`config.mk`:
```
export PLATFORM = sky130hd
export DESIGN_NAME = uart_tx_frame_flat
export DESIGN_NICKNAME = d
export VERILOG_FILES = /design/src/rtl/uart_tx_frame_if.sv /design/src/rtl/uart_tx_frame.sv /design/src/flat_wrapper.sv
export SDC_FILE = /design/constraint.sdc
export NUM_CORES = 1
export LEC_CHECK = 0
export BUFFER_PORTS_ARGS = -buffer_cell sky130_fd_sc_hd__buf_2
export CELL_PAD_IN_SITES_DETAIL_PLACEMENT = 0
export CELL_PAD_IN_SITES_GLOBAL_PLACEMENT = 2
export CORE_MARGIN = 2
export CORE_UTILIZATION = 25
export CTS_BUF_LIST = sky130_fd_sc_hd__clkbuf_8
export CTS_CLUSTER_DIAMETER = 60
export DETAILED_ROUTE_END_ITERATION = 8
export MAX_ROUTING_LAYER = met4
export PLACE_DENSITY_LB_ADDON = 0.1
export SLEW_MARGIN = 20
export SYNTH_ARGS = -nofsm -noshare
export SYNTH_HDL_FRONTEND = slang
export SYNTH_SLANG_ARGS = --single-unit
```
`constraint.sdc`:
```
create_clock -name CLK -period 2 [get_ports CLK]
set_input_delay 0.3 -clock CLK [delete_from_list [all_inputs] [get_ports CLK]]
set_output_delay 0.3 -clock CLK [all_outputs]
set_load 0.1 [all_outputs]
```
`src/rtl/uart_tx_frame_if.sv`:
```
// Parallel-side handshake and serial line of the UART transmit framer.
// The system side drives data and config; the framer returns TX_OUT and Busy.
interface uart_tx_frame_if #(
    parameter int DATA_WIDTH = 8
);

    logic [DATA_WIDTH-1:0] P_DATA;
    logic                  Data_Valid;
    logic                  PAR_EN;
    logic                  PAR_TYP;
    logic                  TX_OUT;
    logic                  Busy;

    modport master (
        output P_DATA,
        output Data_Valid,
        output PAR_EN,
        output PAR_TYP,
        input  TX_OUT,
        input  Busy
    );

    modport slave (
        input  P_DATA,
        input  Data_Valid,
        input  PAR_EN,
        input  PAR_TYP,
        output TX_OUT,
        output Busy
    );

endinterface

```
`src/rtl/uart_tx_frame.sv`:
```
// UART transmit framer: start, LSB-first data, optional parity, stop; one bit per CLK.
// Optional macro UART_TX_HOLD_REG_EN adds a one-entry holding register for gapless frames.
module uart_tx_frame #(
    parameter int DATA_WIDTH = 8
) (
    input logic            CLK,
    input logic            RST,
    uart_tx_frame_if.slave bus
);

    localparam int CW = (DATA_WIDTH > 1) ? $clog2(DATA_WIDTH) : 1;
    localparam logic [CW-1:0] LAST = CW'(DATA_WIDTH - 1);

    typedef enum logic [2:0] {
        IDLE,
        START,
        DATA,
        PARITY,
        STOP
    } state_t;

    state_t                state_q;
    state_t                state_d;
    logic [CW-1:0]         cnt_q;
    logic [CW-1:0]         cnt_d;
    logic [DATA_WIDTH-1:0] data_q;
    logic [DATA_WIDTH-1:0] data_d;
    logic                  pen_q;
    logic                  pen_d;
    logic                  ptyp_q;
    logic                  ptyp_d;
    logic                  tx_q;
    logic                  tx_d;
    logic                  busy_q;
    logic                  busy_d;
    logic                  accept;

`ifdef UART_TX_HOLD_REG_EN
    logic [DATA_WIDTH-1:0] hold_data_q;
    logic [DATA_WIDTH-1:0] hold_data_d;
    logic                  hold_pen_q;
    logic                  hold_pen_d;
    logic                  hold_ptyp_q;
    logic                  hold_ptyp_d;
    logic                  hold_full_q;
    logic                  hold_full_d;
    logic                  direct;

    // A request is taken whenever the holding slot is free.
    assign accept = bus.Data_Valid && !hold_full_q;

    // Bypass the slot when the shifter can start on the very next edge.
    assign direct = (state_q == IDLE) ||
                    ((state_q == STOP) && !hold_full_q);
`else
    // Without a holding slot only an idle framer takes a request.
    assign accept = bus.Data_Valid && (state_q == IDLE);
`endif

    // State register: FSM, counter, latched frame and registered outputs.
    always_ff @(posedge CLK or negedge RST) begin
        if (!RST) begin
            state_q     <= IDLE;
            cnt_q       <= '0;
            data_q      <= '0;
            pen_q       <= 1'b0;
            ptyp_q      <= 1'b0;
            tx_q        <= 1'b1;
            busy_q      <= 1'b0;
`ifdef UART_TX_HOLD_REG_EN
            hold_data_q <= '0;
            hold_pen_q  <= 1'b0;
            hold_ptyp_q <= 1'b0;
            hold_full_q <= 1'b0;
`endif
        end else begin
            state_q     <= state_d;
            cnt_q       <= cnt_d;
            data_q      <= data_d;
            pen_q       <= pen_d;
            ptyp_q      <= ptyp_d;
            tx_q        <= tx_d;
            busy_q      <= busy_d;
`ifdef UART_TX_HOLD_REG_EN
            hold_data_q <= hold_data_d;
            hold_pen_q  <= hold_pen_d;
            hold_ptyp_q <= hold_ptyp_d;
            hold_full_q <= hold_full_d;
`endif
        end
    end

    // Next state: frame sequencing and capture of the frame to send.
    always_comb begin
        state_d     = state_q;
        cnt_d       = cnt_q;
        data_d      = data_q;
        pen_d       = pen_q;
        ptyp_d      = ptyp_q;
`ifdef UART_TX_HOLD_REG_EN
        hold_data_d = hold_data_q;
        hold_pen_d  = hold_pen_q;
        hold_ptyp_d = hold_ptyp_q;
        hold_full_d = hold_full_q;
`endif
        unique case (state_q)
            IDLE: begin
                if (accept) begin
                    data_d  = bus.P_DATA;
                    pen_d   = bus.PAR_EN;
                    ptyp_d  = bus.PAR_TYP;
                    state_d = START;
                end
            end
            START: begin
                cnt_d   = '0;
                state_d = DATA;
            end
            DATA: begin
                if (cnt_q == LAST) begin
                    cnt_d   = '0;
                    state_d = pen_q ? PARITY : STOP;
                end else begin
                    cnt_d = cnt_q + 1'b1;
                end
            end
            PARITY: begin
                state_d = STOP;
            end
            STOP: begin
`ifdef UART_TX_HOLD_REG_EN
                if (hold_full_q) begin
                    data_d      = hold_data_q;
                    pen_d       = hold_pen_q;
                    ptyp_d      = hold_ptyp_q;
                    hold_full_d = 1'b0;
                    state_d     = START;
                end else if (accept) begin
                    data_d  = bus.P_DATA;
                    pen_d   = bus.PAR_EN;
                    ptyp_d  = bus.PAR_TYP;
                    state_d = START;
                end else begin
                    state_d = IDLE;
                end
`else
                state_d = IDLE;
`endif
            end
            default: begin
                state_d = IDLE;
                cnt_d   = '0;
            end
        endcase
`ifdef UART_TX_HOLD_REG_EN
        if (accept && !direct) begin
            hold_data_d = bus.P_DATA;
            hold_pen_d  = bus.PAR_EN;
            hold_ptyp_d = bus.PAR_TYP;
            hold_full_d = 1'b1;
        end
`endif
    end

    // Outputs: pick the line level for the upcoming state so TX_OUT comes from a flop.
    always_comb begin
        tx_d = 1'b1;
        unique case (state_d)
            IDLE:    tx_d = 1'b1;
            START:   tx_d = 1'b0;
            DATA:    tx_d = data_d[cnt_d];
            PARITY:  tx_d = ptyp_d ? ~^data_d : ^data_d;
            STOP:    tx_d = 1'b1;
            default: tx_d = 1'b1;
        endcase
`ifdef UART_TX_HOLD_REG_EN
        busy_d = hold_full_d;
`else
        busy_d = (state_d != IDLE);
`endif
    end

    assign bus.TX_OUT = tx_q;
    assign bus.Busy   = busy_q;

endmodule

```
`src/flat_wrapper.sv`:
```
// flat-port wrapper written by rule: the top's interface ports become plain ports
module uart_tx_frame_flat 
#(
    parameter int DATA_WIDTH = 8
)
  (CLK, RST, bus_P_DATA, bus_Data_Valid, bus_PAR_EN, bus_PAR_TYP, bus_TX_OUT, bus_Busy);
  uart_tx_frame_if #(.DATA_WIDTH(DATA_WIDTH)) bus_i ();
  input logic CLK;
  input logic RST;
  input wire logic [$bits(bus_i.P_DATA)-1:0] bus_P_DATA;
  input wire logic [$bits(bus_i.Data_Valid)-1:0] bus_Data_Valid;
  input wire logic [$bits(bus_i.PAR_EN)-1:0] bus_PAR_EN;
  input wire logic [$bits(bus_i.PAR_TYP)-1:0] bus_PAR_TYP;
  output wire logic [$bits(bus_i.TX_OUT)-1:0] bus_TX_OUT;
  output wire logic [$bits(bus_i.Busy)-1:0] bus_Busy;
  assign bus_i.P_DATA = bus_P_DATA;
  assign bus_i.Data_Valid = bus_Data_Valid;
  assign bus_i.PAR_EN = bus_PAR_EN;
  assign bus_i.PAR_TYP = bus_PAR_TYP;
  assign bus_TX_OUT = bus_i.TX_OUT;
  assign bus_Busy = bus_i.Busy;
  uart_tx_frame #(.DATA_WIDTH(DATA_WIDTH)) u_core (.CLK(CLK), .RST(RST), .bus(bus_i));
endmodule
```
# == After elaboration in Yosys (flattened, before gate mapping) ==
# Index checks and enable logic that the tools add are counted.
# totals
register_bits,18
input_bits,13
output_inout_bits,2
elab_cells,38
# op_classes
addsub,1
order_cmp,1
eq_ne,8
mux,14
reduce_logical,7
# ops
operator,count
$mux 8,2
$eq 3x2->1 const B,4
$mux 3,4
$pmux 3 s4,1
$reduce_xnor 8->1,1
$reduce_xor 8->1,1
$eq 3x1->1 const B,2
$eq 3x3->1 const B,2
$pmux 3 s2,1
$lt 3x4->1 const B,1
$mux 1,4
$add 3x1->3 const B,1
$bmux 1 s3,1
$logic_not 3->1,1
$pmux 1 s3,1
$reduce_bool 3->1,1
$reduce_or 3->1,1
$reduce_and 2->1,1
$logic_and 1x1->1,1

# == Logic depth before layout (Yosys ltp) ==
# logic_depth
word_depth,7
depth_mapped,8
ltp_nobuf,8

# == Worst setup path after synthesis ==
# No wires, ideal clock.
# synth_timing
kind,reg2reg
start,register u_core.cnt_q[0]
end,"register u_core.tx_q, in the netlist u_core.bus.TX_OUT"
setup_ns,0.080
arrival_ns,2.059
t_required_ns,1.920
path_slack_ns,-0.138
path_stages_with_launch,9
n_path_buf,0
synth_period_minus_slack_ns,2.138
cell_sequence,dfrtp_1 ha_1 ha_1 or3_2 a21o_1 a22oi_1 o211ai_1 and4_1 o221ai_2
# synth_via
elab_chain_len,6
# synth_lines
item,line,source
"start, declared",uart_tx_frame.sv:24,logic [CW-1:0] cnt_q;
"start signal, assigned",uart_tx_frame.sv:78,cnt_q <= cnt_d;
$add 3x1->3 or $eq 3x3->1 (tied branches),"uart_tx_frame.sv:124, uart_tx_frame.sv:120",
$mux 3,uart_tx_frame.sv:120,if (cnt_q == LAST) begin
$pmux 3 s2,uart_tx_frame.sv:106,unique case (state_q)
$bmux 1 s3,uart_tx_frame.sv:171,DATA: tx_d = data_d[cnt_d];
$mux 1 (implied by the code),uart_tx_frame.sv:171,
$pmux 1 s3 *,uart_tx_frame.sv:168,unique case (state_d)
via u_core.tx_d,uart_tx_frame.sv:33,logic tx_d;
"end signal, assigned",uart_tx_frame.sv:82,tx_q <= tx_d;
"end, declared",uart_tx_frame.sv:32,logic tx_q;
# Mark *: on every way through the listed nets, which the timed path passes. The rest lies on a longest branch. The select of a mux whose other input is x is not followed.
# A chain may end at the register's enable or synchronous reset.

# == Worst setup path after layout ==
# layout_timing
start,register u_core.state_q[2]
end,"register u_core.tx_q, in the netlist u_core.bus.TX_OUT"
# layout_via
elab_chain_len,7
# layout_lines
item,line,source
"start, declared",uart_tx_frame.sv:22,state_t state_q;
"start signal, assigned",uart_tx_frame.sv:77,state_q <= state_d;
"parallel branches: the longest is 6 deep, another holds $eq 3x3->1",--,
$pmux 1 s3 *,uart_tx_frame.sv:168,
via u_core.tx_d,uart_tx_frame.sv:33,
# Mark *: on every way through the listed nets, which the timed path passes. The select of a mux whose other input is x is not followed.

==> out/metrics.cfg <==
[status]
status=finished, violations left
violations=setup timing

[floorplan]
std_cell_rows=23
die_h_um=69.5
initial_core_util_pct=26.5
io_pins=15
die_area_um2=4830
core_um2=4060
die_w_um=69.5

[grt]
grt_antenna_before_repair=0
grt-ovfl-total=0
grt_pass1_vias=960
grt_first_pass_wirelength_mm=4.60
grt_use_total_pct=12.4
grt_max_degree=19

[clock_tree]
clk_pin_slew_ns=0.07
insertion_delay_ns=0.25
clockRootBuffer=clkbuf_8
cts_buffer_depth=2
cts_tree=done
cts_sinks=18
htree_levels=1
cts_buffers=3

[power]
ir_worst_vdd_mv=0.505
pwr_density_cell_nw_per_um2=1780
leakage_uw=0.000687
p_total_uw=2590

[synthesis]
synth_area_per_cell_um2=9.94
ys_warn_count=0
syn_nets=123
ys_ff_latch=18
syn_inst=108
ys.flop_type=dfrtp_1
ys_async_sr_fraction_pct=100
seq_area_frac_synth_pct=42.1
yosysUniqueCellTypes=30
syn_area_um2=1070
synth_edf_count=0

[worst_setup_path]
path_cells=or4b_4 > mux2i_1 > xnor3_1 > xnor2_1 > nand2_1 > o221ai_2
r2r-end=u_core.bus.TX_OUT
crit_fanout=3
crit_path_end=u_core.bus.TX_OUT
critPathTopFamily=simple AND/OR/NAND/NOR gates
reg2reg_from=u_core.state_q[2]
worstSetupPathType=flip-flop to flip-flop
cp_data_required_time_ns=2.18
rr_worst_depth=6
crit_buf_inv=0
r2r_setup_slack_ns=-0.01
setup.worst_path.start=u_core.state_q[2]
start_kind=flip-flop
worst_ep_arrival_time_ns=2.19
endpoint_kind=flip-flop
max_stage_delay_ns=0.59
cp_num_cells=6
cp_slowest_cell=or4b_4

[sta]
layout_setup_ws_ns=-0.0132
setup-tns-final_ns=-0.0132
fmax_mhz=497
finClkSkew_ns=0.00322
whs_ns=0.250
fin_crit_ns=2.01
setup_viol=1
worstMarginPinSlew_ns=0.484
fin_crit_sh_pct=101
drv_slew=0
rsz0062_at_grt=true
hold_viol_final=0
max_slew_margin_pct=67.9

[final_layout]
nNetsFinal=158
drive_gt1_share_pct=37.3
multiInputGateArea_um2=668
nFillCells=426
diodes=0
syn_to_final_growth_pct=35.5
seqCellArea_um2=452

[routing]
wl_per_cell_um=14.5
drtIter0Drc=56
first_pass_iters=2
wirelength_mm=2.78
drtAntennaViolNets=0
vias_per_cell=4.70
vias=902
drc=0

[place]
dpl.hpwl_mm=1.99
numPortBuffers=14
gp_congestion=0.825

[min_path]
hp-class=input pin to flip-flop
holdPathStages=3

[run]
max_cap_violations=0

==> flip-flops by register name, summed over array words and instances, names as in the netlist <==
register           flops
u_core.cnt_q           3
u_core.bus.TX_OUT      1
u_core.ptyp_q          1
u_core.pen_q           1
u_core.bus.Busy        1
u_core.state_q         3
u_core.data_q          8
==> area by class of cell <==
cell class                      instances  area share (%)
Timing Repair Buffer                   33            14.9
Sequential cell                        18            31.0
Multi-Input combinational cell         84            45.9
Clock inverter                          1           0.258
Tap cell                               50            4.30
Inverter                                3           0.774
Clock buffer                            3            2.84
==> worst reg2reg max path: stages (launching register included) <==
cell	delay [ns]
dfrtp_1	0.40
or4b_4	0.60
mux2i_1	0.21
xnor3_1	0.44
xnor2_1	0.15
nand2_1	0.08
o221ai_2	0.07
==> report_power, final <==
| group | leakage (uW) | switching, uW | internal [uW] |
|---|---|---|---|
| Sequential | 0.000222 | 111 | 539 |
| Combinational | 0.000438 | 868 | 808 |
| Clock | 0.0000269 | 128 | 137 |
| Total | 0.000687 | 1110 | 1480 |
==> cell usage in the layout (no fill, tap or decap), types with 2 or more instances in the layout <==
cell,n
o21ai_1,3
nand2_1,31
buf_4,16
xnor3_2,2
mux2i_1,5
nor2_1,4
clkbuf_8,3
a211oi_1,4
o2bb2ai_2,2
dfrtp_1,17
inv_1,4
buf_2,15
a22oi_1,2
xnor2_1,7
nor2b_1,2
a22oi_2,2
==> how the worst min path moves through the flow <==
stage	from	to	slack [ns]
finish	bus_PAR_EN	u_core.pen_q	0.25
global route	bus_PAR_EN	u_core.pen_q	0.26
CTS	bus_PAR_EN	u_core.pen_q	0.25
detailed placement	RST	u_core.bus.Busy	0.27
global placement	RST	u_core.bus.Busy	0.27
floorplan	RST	u_core.bus.Busy	0.004
==> layer usage <==
metal / routed length (um) / GRT usage (%)
met5: 0 / -
met4: 27 / 3.92
met3: 75 / 2.47
met2: 1400 / 20.4
met1: 1270 / 15.3
==> Yosys cell counts (2+ instances only) <==
| library cell | n | area (um2) |
|---|---|---|
| a211oi_1 | 4 | 30.0 |
| a21oi_1 | 2 | 10.0 |
| a22oi_1 | 4 | 30.0 |
| buf_6 | 2 | 22.5 |
| dfrtp_1 | 17 | 425 |
| ha_1 | 2 | 25.0 |
| inv_1 | 3 | 11.3 |
| mux2i_1 | 7 | 70.1 |
| nand2_1 | 31 | 116 |
| nor2_1 | 4 | 15.0 |
| nor2b_1 | 2 | 12.5 |
| o21ai_0 | 4 | 20.0 |
| o2bb2ai_1 | 2 | 17.5 |
| xnor2_1 | 7 | 61.3 |
| xnor3_2 | 2 | 47.6 |
==> through the flow <==
stage / instances / setup slack [ns] / util (%) / instance area, um2
global placement: 180 / -0.0550 / 31.6 / 1280
detailed placement: 180 / -0.0511 / 31.6 / 1280
finish: 192 / -0.0132 / 35.9 / 1460
global route: 192 / -0.0735 / 35.9 / 1460
floorplan: 108 / 0.0126 / - / 1090
CTS: 187 / -0.0202 / 33.8 / 1370
==> what timing repair did <==
item	4_1_cts	5_1_grt
hold endpoints to repair	17	0
endpoints found under the setup margin	1	1
hold buffers	1	0
resized for setup	5	9
setup buffers	3	4
pin swaps	12	5
cloned	0	1
==> cell families (layout without fill, tap and decap cells) <==
kind of cell | after synthesis | count (layout) | share of synthesized area (%)
AOI/OAI and AO/OA | 19 | 19 | 12.8
xor gates and xnor gates | 10 | 10 | 12.2
adders and majority gates | 2 | 2 | 2.33
buffers and inverters | 6 | 40 | 3.61
DFF | 18 | 18 | 42.1
muxes | 7 | 7 | 6.53
and+or+nand+nor | 46 | 46 | 20.4
(Power assumes the default switching activity.)
